`src/rtl/exec_step_controller.sv`:
```
// exec_step_controller: run/step/breakpoint/halt controller for the six-instruction
// processor. Generates the processor clock enable and keeps saturating
// cycle/instruction counters for the HEX display mux.
//
// Ports:
//   Clk, Reset    single clock, synchronous active-high reset
//   Run           level, run continuously while high
//   Step          level from button, rising edge requests one instruction
//   BpEn, BpAddr  PC breakpoint enable and address
//   PC_In, IR_In, StateIn   processor PC, IR and FSM state fed back
//   ProcEn        combinational clock enable to the processor
//   Halted        sticky, halt opcode reached
//   AtBreak       stopped on a breakpoint
//   DbgState      IDLE=0, RUN=1, STEP=2, HALT=3
//   CycleCount    enabled processor cycles, saturating
//   InstrCount    committed fetches, saturating
module exec_step_controller #(
    parameter int unsigned PC_W     = 7,
    parameter int unsigned IR_W     = 16,
    parameter logic [3:0]  FETCH_ST = 4'd1,
    parameter logic [3:0]  HALT_OP  = 4'h5
) (
    input  logic            Clk,
    input  logic            Reset,
    input  logic            Run,
    input  logic            Step,
    input  logic            BpEn,
    input  logic [PC_W-1:0] BpAddr,
    input  logic [PC_W-1:0] PC_In,
    input  logic [IR_W-1:0] IR_In,
    input  logic [3:0]      StateIn,
    output logic            ProcEn,
    output logic            Halted,
    output logic            AtBreak,
    output logic [1:0]      DbgState,
    output logic [15:0]     CycleCount,
    output logic [15:0]     InstrCount
);

    localparam int unsigned CNT_W   = 16;
    localparam logic [CNT_W-1:0] CNT_MAX = '1;

    typedef enum logic [1:0] {
        ST_IDLE = 2'd0,
        ST_RUN  = 2'd1,
        ST_STEP = 2'd2,
        ST_HALT = 2'd3
    } dbg_state_e;

    dbg_state_e       state_q, state_d;
    logic             step_q;
    logic             armed_q, armed_d;
    logic             left_q, left_d;
    logic             at_break_q, at_break_d;
    logic             halted_q, halted_d;
    logic [CNT_W-1:0] cycle_q, cycle_d;
    logic [CNT_W-1:0] instr_q, instr_d;
    logic             proc_en_c;

    logic at_fetch;
    logic halt_hit;
    logic bp_hit;
    logic step_edge;

    // Opcode lives in the top nibble of IR; the rest of IR is not needed here.
    logic [IR_W-5:0] unused_ir;
    assign unused_ir = IR_In[IR_W-5:0];

    assign at_fetch  = (StateIn == FETCH_ST);
    assign halt_hit  = (IR_In[IR_W-1 -: 4] == HALT_OP) && !at_fetch;
    assign bp_hit    = at_fetch && BpEn && (PC_In == BpAddr) && armed_q;
    assign step_edge = Step && !step_q;

    // Next-state and enable; stop conditions gate the enable in the same cycle.
    always_comb begin
        state_d    = state_q;
        armed_d    = armed_q;
        left_d     = left_q;
        at_break_d = at_break_q;
        halted_d   = halted_q;
        proc_en_c  = 1'b0;

        unique case (state_q)
            ST_IDLE: begin
                if (Run) begin
                    state_d    = ST_RUN;
                    armed_d    = 1'b0;
                    left_d     = 1'b0;
                    at_break_d = 1'b0;
                end else if (step_edge) begin
                    state_d    = ST_STEP;
                    armed_d    = 1'b0;
                    left_d     = 1'b0;
                    at_break_d = 1'b0;
                end
            end
            ST_RUN: begin
                if (halt_hit) begin
                    state_d  = ST_HALT;
                    halted_d = 1'b1;
                end else if (bp_hit) begin
                    state_d    = ST_IDLE;
                    at_break_d = 1'b1;
                end else if (at_fetch && !Run && left_q) begin
                    state_d = ST_IDLE;
                end else begin
                    proc_en_c = 1'b1;
                end
            end
            ST_STEP: begin
                // Breakpoints deliberately not consulted while stepping.
                if (halt_hit) begin
                    state_d  = ST_HALT;
                    halted_d = 1'b1;
                end else if (at_fetch && left_q) begin
                    state_d = ST_IDLE;
                end else begin
                    proc_en_c = 1'b1;
                end
            end
            ST_HALT: begin
                proc_en_c = 1'b0;
            end
            default: begin
                state_d = ST_IDLE;
            end
        endcase

        // One enabled cycle means the processor has left the boundary it started on.
        if (proc_en_c) begin
            armed_d = 1'b1;
            left_d  = 1'b1;
        end
    end

    assign ProcEn = proc_en_c && !Reset;

    // Saturating counters.
    always_comb begin
        cycle_d = cycle_q;
        instr_d = instr_q;
        if (ProcEn && (cycle_q != CNT_MAX)) begin
            cycle_d = cycle_q + CNT_W'(1);
        end
        if (ProcEn && at_fetch && (instr_q != CNT_MAX)) begin
            instr_d = instr_q + CNT_W'(1);
        end
    end

    // State and counter registers.
    always_ff @(posedge Clk) begin
        if (Reset) begin
            state_q    <= ST_IDLE;
            step_q     <= 1'b0;
            armed_q    <= 1'b0;
            left_q     <= 1'b0;
            at_break_q <= 1'b0;
            halted_q   <= 1'b0;
            cycle_q    <= '0;
            instr_q    <= '0;
        end else begin
            state_q    <= state_d;
            step_q     <= Step;
            armed_q    <= armed_d;
            left_q     <= left_d;
            at_break_q <= at_break_d;
            halted_q   <= halted_d;
            cycle_q    <= cycle_d;
            instr_q    <= instr_d;
        end
    end

    assign DbgState   = 2'(state_q);
    assign Halted     = halted_q;
    assign AtBreak    = at_break_q;
    assign CycleCount = cycle_q;
    assign InstrCount = instr_q;

endmodule

```
`config.mk`:
```
export PLATFORM = sky130hd
export DESIGN_NAME = exec_step_controller
export DESIGN_NICKNAME = d
export VERILOG_FILES = /design/src/rtl/exec_step_controller.sv
export SDC_FILE = /design/constraint.sdc
export NUM_CORES = 1
export LEC_CHECK = 0
export BUFFER_PORTS_ARGS = -buffer_cell sky130_fd_sc_hd__buf_2
export CORE_ASPECT_RATIO = 1.75
export CORE_MARGIN = 3
export CORE_UTILIZATION = 46
export CTS_BUF_LIST = sky130_fd_sc_hd__clkbuf_4 sky130_fd_sc_hd__clkbuf_8 sky130_fd_sc_hd__clkbuf_16
export CTS_CLUSTER_SIZE = 25
export DETAILED_ROUTE_END_ITERATION = 12
export GPL_TIMING_DRIVEN = 0
export PLACE_DENSITY = 0.8
export SETUP_SLACK_MARGIN = 0.4
export SYNTH_ARGS = -nofsm -noshare
export SYNTH_HDL_FRONTEND = slang
export SYNTH_SLANG_ARGS = --single-unit
```
`constraint.sdc`:
```
create_clock -name Clk -period 2.31 [get_ports Clk]
set_clock_uncertainty 0.05 [all_clocks]
set_input_delay 0.231 -clock Clk [delete_from_list [all_inputs] [get_ports Clk]]
set_output_delay 0.231 -clock Clk [all_outputs]
set_load 0.1 [all_outputs]
```
=== After elaboration in Yosys (flattened, before gate mapping) ===
Cells that the tools add are included.

* Mux-type cells: 21
* Bitwise operators: 0
* Add/subtract/negate cells: 2
* Equality and inequality tests: 12
* $lt $le $gt $ge: 0
* Multiply operators: 0
* Shifts and indexed selects: 0
* Reductions and logical operators: 26
* Divide/modulo/power cells: 0

{| class="wikitable"
|+ Operator list
! kind !! number
|-
| 16-bit by 1-bit adder with 16-bit output (second input constant) || 2
|-
| 16-bit != test (second input constant) || 2
|-
| 2-bit two-way mux || 7
|-
| 1-bit logical AND || 12
|-
| 1-bit two-way mux || 11
|-
| 4-bit AND reduction || 2
|-
| 7-bit == test || 1
|-
| 3-bit != test (second input constant) || 2
|-
| 2-bit one-hot mux with 3 select lines || 1
|-
| 3-bit nonzero test || 2
|-
| 4-bit by 1-bit == test with 1-bit output (second input constant) || 1
|-
| 4-bit by 3-bit == test with 1-bit output (second input constant) || 1
|-
| 1-bit logical NOT || 4
|-
| 2-bit != test (second input constant) || 2
|-
| 4-bit != test (second input constant) || 1
|-
| 1-bit one-hot mux with 2 select lines || 2
|-
| 2-bit AND reduction || 2
|-
| 2-bit nonzero test || 2
|-
| 2-bit by 1-bit == test with 1-bit output (second input constant) || 1
|-
| 2-bit == test (second input constant) || 1
|-
| 2-bit logical NOT || 1
|-
| 2-bit OR reduction || 1
|}

* Output and inout bits: 37
* Flip-flop bits (word level): 38
* Memories kept: 0
* Word-level logic and storage cells: 68
* RAM bits: 0
* Bits in read-only memories: 0
* Latch bits: 0
* Input bits: 39

=== Logic depth before layout (Yosys ltp) ===
Gate-level depths: netlist of run 1.

* Depth in word-level cells: 10
* Mapped depth: 9
* Depth with buffers taken out: 7

=== Worst setup path before layout of run 1 ===
OpenSTA, ideal clock, no wires.

* Path kind: register to register
* Start: register state_q[0] (netlist: DbgState[0])
* End: register left_q
* Setup slack: -1094 ps
* Arrival: 3289 ps
* Path buffers: 3
* Library setup time: 65 ps
* Required time: 2195 ps
* Period minus slack after synthesis: 3404 ps
* Cell stages (with the launch flop): 10
* Cells stage by stage: dfxtp_1 -> inv_1 -> ha_1 -> nor2b_1 -> o31ai_4 -> buf_6 -> buf_6 -> buf_8 -> nor2_2 -> a31o_1

* Word-level cells in the longest chain between the ends: 4
* Elaborated cells on any way between the ends: 8
* Classes of those cells: eq/ne: 2; mux: 2; reduce/logical: 4

{| class="wikitable"
|+ Ends and longest elaborated chain
! what !! RTL line !! source
|-
| from (decl) || 50 || <nowiki>dbg_state_e state_q, state_d;</nowiki>
|-
| from (signal assigned) || 162 || <nowiki>state_q <= state_d;</nowiki>
|-
| 2-bit == test / 2-bit by 1-bit == test with 1-bit output (equally long branches) || 83 || <nowiki>unique case (state_q)</nowiki>
|-
| 1-bit one-hot mux with 2 select lines || 83 ||
|-
| 3-bit nonzero test (no source line) / 2-bit nonzero test (equally long branches) || - ||
|-
| 2-bit AND reduction (no source line) || - ||
|-
| to (signal assigned) || 165 || <nowiki>left_q <= left_d;</nowiki>
|-
| to (decl) || 53 || <nowiki>logic left_q, left_d;</nowiki>
|}

Several ways; a longest one is shown, not always the timed one.
A chain may end at the register's enable or synchronous reset.

=== Worst setup path after layout of run 1 ===
* Start: register state_q[1] (netlist: DbgState[1])
* End: output port ProcEn

* Word-level cells in the longest chain between the ends: 3
* Elaborated cells on any way between the ends: 4
* Classes of those cells: eq/ne: 2; mux: 1; reduce/logical: 1

{| class="wikitable"
|+ Ends and longest elaborated chain
! what !! RTL line !! source
|-
| 2-bit == test / 2-bit by 1-bit == test with 1-bit output (equally long branches) || 83 ||
|-
| 1-bit one-hot mux with 2 select lines * || 83 ||
|-
| 1-bit logical AND * || 136 || <nowiki>assign ProcEn = proc_en_c && !Reset;</nowiki>
|-
| to (decl) || 32 || <nowiki>output logic ProcEn,</nowiki>
|}

Mark *: on every way between the ends. The rest lies on a longest branch, timed or not.

==> results of run 1 <==
[power breakdown]
group | internal, W | switching [W]
sequential | 0.000673 | 0.0000470
combinational | 0.00102 | 0.00125
clock | 0.000268 | 0.000261
[state kept, by name, summed over array words and instances (netlist names)]
signal	cells
CycleCount	16
AtBreak	1
InstrCount	16
step_q	1
left_q	1
DbgState	2
Halted	1
[per-stage QoR]
| stage | TNS (ns) | power [W] |
|---|---|---|
| finish | 0 | 0.00352 |
| global route | -0.000439 | 0.00363 |
| CTS | 0 | 0.00305 |
| floorplan | 0 | 0.00161 |
| detailed placement | -0.291 | 0.00185 |
| global placement | -0.167 | 0.00183 |
[worst min-delay path by stage]
stage / endpoint / start / cells past startpoint
after global placement: Halted$_SDFFE_PP0P_ / Halted$_SDFFE_PP0P_ / 2
after global routing: step_q$_SDFF_PP0_ / Step / 2
final: step_q$_SDFF_PP0_ / Step / 2
after detailed placement: CycleCount[4]$_SDFFE_PP0P_ / CycleCount[4]$_SDFFE_PP0P_ / 1
after CTS: step_q$_SDFF_PP0_ / Step / 2
after floorplan: step_q$_SDFF_PP0_ / Step / 1
[layout make-up]
| class | instances | area, um^2 | share of cell area, % |
|---|---|---|---|
| Tap cell | 52 | 65.1 | 1.65 |
| Buffer | 14 | 163 | 4.12 |
| Inverter | 6 | 27.5 | 0.697 |
| Timing Repair Buffer | 107 | 769 | 19.5 |
| Clock buffer | 8 | 97.6 | 2.47 |
| Multi-Input combinational cell | 209 | 1950 | 49.4 |
| Sequential cell | 38 | 876 | 22.2 |
[kinds of logic (layout without fill, tap and decap cells)]
logic type / after synthesis / after routing / synth area share (%)
mux: 15 / 15 / 6.98
simple gates: 128 / 128 / 32.3
buf+inv: 20 / 135 / 5.35
flops: 38 / 38 / 33.2
fa+ha+maj: 6 / 6 / 3.27
xor+xnor: 7 / 7 / 2.67
compound gates: 53 / 53 / 16.3
[Yosys cell counts, types with 2 or more instances]
library cell / number / area [um^2]
buf_4: 3 / 22.5
mux2_2: 5 / 56.3
mux2_1: 3 / 33.8
ha_1: 6 / 75.1
o21ai_1: 4 / 20.0
nand2_1: 20 / 75.1
a221oi_1: 2 / 17.5
o41ai_1: 2 / 17.5
o311ai_0: 2 / 17.5
xor2_1: 4 / 35.0
a21oi_1: 19 / 95.1
nor4_1: 8 / 50.1
nand4_1: 13 / 81.3
or2_2: 3 / 18.8
o31ai_1: 12 / 90.1
nor2b_1: 9 / 56.3
nand2b_1: 3 / 18.8
buf_6: 3 / 33.8
nor4_2: 3 / 37.5
nor3_1: 3 / 15.0
clkbuf_1: 5 / 18.8
nand3_1: 17 / 85.1
dfxtp_1: 38 / 761
or3_1: 4 / 25.0
mux2i_1: 7 / 70.1
or4_1: 13 / 97.6
buf_2: 2 / 10.0
xnor2_1: 3 / 26.3
inv_1: 5 / 18.8
and3_1: 4 / 25.0
nor2_1: 21 / 78.8
[what timing repair did]
action / in CTS / in global routing
pin swaps: 22 / 26
setup endpoints to repair: 27 / 35
gates cloned: 1 / 1
resized for setup: 54 / 62
setup buffers: 29 / 13
[metal layers]
metal  GRT usage [%]  vias up  part of all wire (%)
met5               0        -                     0
met4            20.2        0                   6.9
met3            4.94       73                   6.4
met2            51.8      187                    53
met1            27.9     1398                    33
li1                -     1254                     -
==> qor.yml, run 1 <==
status: "finished, final reports clean"
synth-async-reset-ratio_pct: 0
drive_above_1_share_pct: 63.9
grt.total_usage_pct: 28.8
rows: 33
drv_slew: 0
endpoint_kind: "primary output"
final_cell_mix: "buf_2, buf_4, dfxtp_4"
insertion_delay_ns: 0.30
timing.reg2reg.setup_slack_ns: 0.11
r2r-end: "InstrCount[7]$_SDFFE_PP0P_"
grt_max_degree: 12
io_buffers: 63
start_util_pct: 48.3
syn_area_mm2: 0.00229
cts_made_buffers: 5
cts.sinks: 38
die_w_um: 59.4
drcViolationCount: 0
cpMostUsedCell: "buf_8"
place_inst: 382
hold_slack_ns: 0.159
worstReg2RegStart: "DbgState[1]$_SDFFE_PP0P_"
instances_no_fill: 434
r2r_cells: 9
hold_viol_final: 0
ir_drop_v: 0.000991
final_util_pct: 83.2
worstPathMaxFanout: 3
synthDistinctLibCells: 52
fp.dieH_um: 99.4
final_common_cell: "buf_2"
setup_viol: 0
path_class: "reg2out"
grt_overflow_total: 0
worst_slew_margin_rel_pct: 42.3
leakagePower_nw: 1.57
ys_seq_area_share_pct: 33.2
vias_per_cell: 6.71
ys_ff_latch: 38
routabilityCongestion: 0.901
synth_edf_count: 0
first_global_vias: 2836
cp-start-kind: "flip-flop"
ys_warn_count: 0
grt_pass1_wl_mm: 13.2
drtPass1Iterations: 5
synthCells: 267
ctsHoldBuffers: 0
pre_cts_ws_ns: -0.112
worst_pin_slew_ns: 0.858
wl_per_cell_um: 23.1
crit_chain: "inv_4 -> ha_4 -> nor2b_4 -> o31ai_4 -> buf_6 -> buf_8 -> buf_8 -> nor2_4 -> buf_12"
antenna_left: 0
setup_ws_ns: 0.0574
path_clk_slew_ns: 0.08
crit_required_ns: 2.03
core_mm2: 0.00475
period_share_pct: 97.5
power.density_mw_per_mm2: 892
endpoint: "ProcEn"
final_nets: 426
cts_tree: "done"
vias: 2912
hold_path.class: "in2reg"
placed_area_mm2: 0.00288
area_growth_pct: 72.3
syn-num-nets: 312
drv_cap: 0
n_fill_cell: 240
crit_path_start: "DbgState[1]$_SDFFE_PP0P_"
ioPinCount: 76
fmax_mhz: 444
crit_cells: 9
rsz0062_at_grt: "true"
worst_path_max_delay_cell: "dfxtp_4"
syn_area_per_cell_um2: 8.59
antenna_found_initial: 0
dp_hpwl_mm: 4.99
period_minus_slack_ns: 2.25
drtIter0Drc: 231
routed_wirelength_mm: 10.0
htreeDepth: 2
arrival_ns: 1.97
cts_max_path_buffers: 2
fin_area_mm2: 0.00395
cts-root-buf: "clkbuf_8"
cp_top_family: "buffers and inverters"
n_antenna_cell: 0
dieArea_mm2: 0.00590
max_stage_delay_ns: 0.37
yosys_most_used_dff: "dfxtp_1"
critPathBufInv: 5
Power figures use the tool's default switching activity.
==> run 2, diff against run 1 <==
--- a/config.mk
+++ b/config.mk
@@ -14,6 +14,7 @@
 export DETAILED_ROUTE_END_ITERATION = 12
 export GPL_TIMING_DRIVEN = 0
 export PLACE_DENSITY = 0.8
+export RECOVER_POWER = 100
 export SETUP_SLACK_MARGIN = 0.4
 export SYNTH_ARGS = -nofsm -noshare
 export SYNTH_HDL_FRONTEND = slang
==> run 2 against run 1 <==
- sequential power is essentially flat
- register-to-register slack lost 0.05 ns
- routed wire length grew 0.16%
- cell area shrank 4.7%
- die area is the same
- cell count is the same
- critical path depth is the same
- via count shrank 0.58%
- fmax shrank 0.25%
- flip-flop and latch count is the same
- setup slack lost 0.0057 ns
- first-iteration DRC count shrank 10%
- highest routed layer unchanged
==> qor.yml, run 2 (synthesis gave the netlist of run 1 again) <==
drcViolationCount: 0  # unchanged
crit_chain: "inv_4 -> ha_4 -> nor2b_4 -> o31ai_4 -> buf_6 -> buf_8 -> buf_8 -> nor2_4 -> buf_12"  # unchanged
fmax_mhz: 443  # was 444 MHz
hold_viol_final: 0  # unchanged
area_growth_pct: 64.3  # was 72.3%
wl_met3_um: 727  # was 643 um
seq_power_share_pct: 21.1  # was 20.4%
leakagePower_nw: 1.33  # was 1.57 nW
critPathBufInv: 5  # unchanged
fp.dieH_um: 99.4  # unchanged
status: "finished, final reports clean"  # unchanged
insertion_delay_ns: 0.31  # was 0.30 ns
n_fill_cell: 298  # was 240
path_clk_slew_ns: 0.08  # about the same
power.density_mw_per_mm2: 905  # was 892 mW/mm^2
htreeDepth: 2  # unchanged
crit_required_ns: 2.03  # about the same
drtPass1Iterations: 5  # unchanged
drv_slew: 0  # unchanged
max_stage_delay_ns: 0.37  # about the same
die_w_um: 59.4  # unchanged
hold_slack_ns: 0.157  # was 0.159 ns
vias: 2895  # was 2912
worstReg2RegStart: "DbgState[1]$_SDFFE_PP0P_"  # unchanged
io_buffers: 63  # unchanged
grt.total_usage_pct: 28.8  # unchanged
worst_path_max_delay_cell: "dfxtp_4"  # unchanged
p_switching_w: 0.00147  # was 0.00156 W
period_share_pct: 97.8  # was 97.5%
drtIter0Drc: 208  # was 231
swShare_pct: 43.3  # was 44.2%
cp-start-kind: "flip-flop"  # unchanged
rsz0062_at_grt: "true"  # unchanged
drive_above_1_share_pct: 51.0  # was 63.9%
cts-root-buf: "clkbuf_8"  # unchanged
internal_power_w: 0.00193  # was 0.00197 W
dieArea_mm2: 0.00590  # unchanged
hold_path.class: "in2reg"  # unchanged
power_frac_clock_pct: 15.5  # was 15.0%
endpoint_kind: "primary output"  # unchanged
core_mm2: 0.00475  # unchanged
ctsHoldBuffers: 0  # unchanged
maxUsedRoutingLayer: "met4"  # unchanged
routed_wirelength_mm: 10.0  # about the same
final_cell_mix: "clkbuf_1, buf_4, dfxtp_4"  # was buf_2, buf_4, dfxtp_4
p_total_w: 0.00341  # was 0.00352 W
grt_max_degree: 12  # unchanged
cts_tree: "done"  # unchanged
routabilityCongestion: 0.901  # unchanged
path_class: "reg2out"  # unchanged
grt_pass1_wl_mm: 13.2  # unchanged
endpoint: "ProcEn"  # unchanged
cp_top_family: "buffers and inverters"  # unchanged
r2r_cells: 10  # was 9
antenna_found_initial: 0  # unchanged
setup_viol: 0  # unchanged
final_common_cell: "clkbuf_1"  # was buf_2
vias_per_cell: 6.67  # was 6.71
grt_overflow_total: 0  # unchanged
antenna_left: 0  # unchanged
crit_path_start: "DbgState[1]$_SDFFE_PP0P_"  # unchanged
period_minus_slack_ns: 2.26  # was 2.25 ns
worst_pin_slew_ns: 1.19  # was 0.858 ns
wl_per_cell_um: 23.1  # about the same
arrival_ns: 1.98  # was 1.97 ns
cpMostUsedCell: "buf_8"  # unchanged
cts.sinks: 38  # unchanged
r2r-end: "CycleCount[1]$_SDFFE_PP0P_"  # was InstrCount[7]$_SDFFE_PP0P_
route.met2.wl_mm: 5.42  # was 5.35 mm
cts_made_buffers: 5  # unchanged
final_nets: 426  # unchanged
first_global_vias: 2836  # unchanged
met1_length_mm: 3.22  # was 3.32 mm
p_comb_share_pct: 63.3  # was 64.5%
ir_drop_v: 0.000975  # was 0.000991 V
start_util_pct: 48.3  # unchanged
dp_hpwl_mm: 4.99  # unchanged
n_antenna_cell: 0  # unchanged
cts_max_path_buffers: 2  # unchanged
crit_cells: 9  # unchanged
rows: 33  # unchanged
worstPathMaxFanout: 3  # unchanged
ioPinCount: 76  # unchanged
worst_slew_margin_rel_pct: 20.9  # was 42.3%
drv_cap: 0  # unchanged
timing.reg2reg.setup_slack_ns: 0.06  # was 0.11 ns
run 2: changes by cell type in the layout (fill, tap and decap cells not counted), sizes merged:
cell    before  now
clkbuf      14   52
buf        115   77
run 2: power by group through the flow:
stage / clock, W / sequential, W / combinational (W)
final: 0.000529 / 0.000721 / 0.00216
after global routing: 0.000559 / 0.000725 / 0.00222
after CTS: 0.000515 / 0.000712 / 0.00182
after detailed placement: 0 / 0.000736 / 0.00111
after global placement: 0 / 0.000733 / 0.00110
after floorplan: 0 / 0.000947 / 0.000667
run 2: stage by stage:
step           TNS [ns]  std cells  setup slack, ns  area, um^2  utilization, %
6_report              0        434           0.0517        3770            79.3
5_1_grt         -0.0174        434          -0.0154        3770            79.3
4_1_cts               0        420            0.133        3550            74.7
3_5_place_dp     -0.291        382           -0.112        2880            60.6
3_3_place_gp     -0.167        382          -0.0725        2880            60.6
2_1_floorplan         0        267           0.0101        2500               -
run 2: routing by layer:
metal	GRT usage, %	vias up
li1	-	1256
met2	51.8	202
met4	20.2	0
met5	0	-
met3	4.94	59
met1	27.9	1378
run 2: how the worst min path moves through the flow:
stage	cells past startpoint	endpoint	slack, ns	from
detailed placement	1	CycleCount[4]$_SDFFE_PP0P_	0.40	CycleCount[4]$_SDFFE_PP0P_
global route	2	step_q$_SDFF_PP0_	0.16	Step
floorplan	1	step_q$_SDFF_PP0_	0.31	Step
CTS	2	step_q$_SDFF_PP0_	0.12	Step
global placement	2	Halted$_SDFFE_PP0P_	0.40	Halted$_SDFFE_PP0P_
finish	2	step_q$_SDFF_PP0_	0.16	Step
run 2: area by class of cell:
class	instances	area, um^2	area share [%]
Multi-Input combinational cell	209	1830	48.6
Inverter	6	27.5	0.731
Sequential cell	38	876	23.2
Buffer	14	154	4.09
Clock buffer	8	97.6	2.59
Tap cell	52	65.1	1.73
Timing Repair Buffer	107	717	19.0
run 2: worst reg2reg max path, cell delays in order, from the launching register on:
cell       delay [ns]
dfxtp_4          0.37
inv_4            0.05
ha_4             0.26
nor2b_4          0.19
o31ai_4          0.10
buf_4            0.14
buf_4            0.14
buf_12           0.15
clkbuf_16        0.17
o31ai_1          0.37
a21oi_2          0.12
run 2: what timing repair did:
item,4_1_cts,5_1_grt
setup endpoints to repair,27,35
setup buffers,29,13
cloned,1,1
gates resized for setup,54,62
pin swaps,22,26
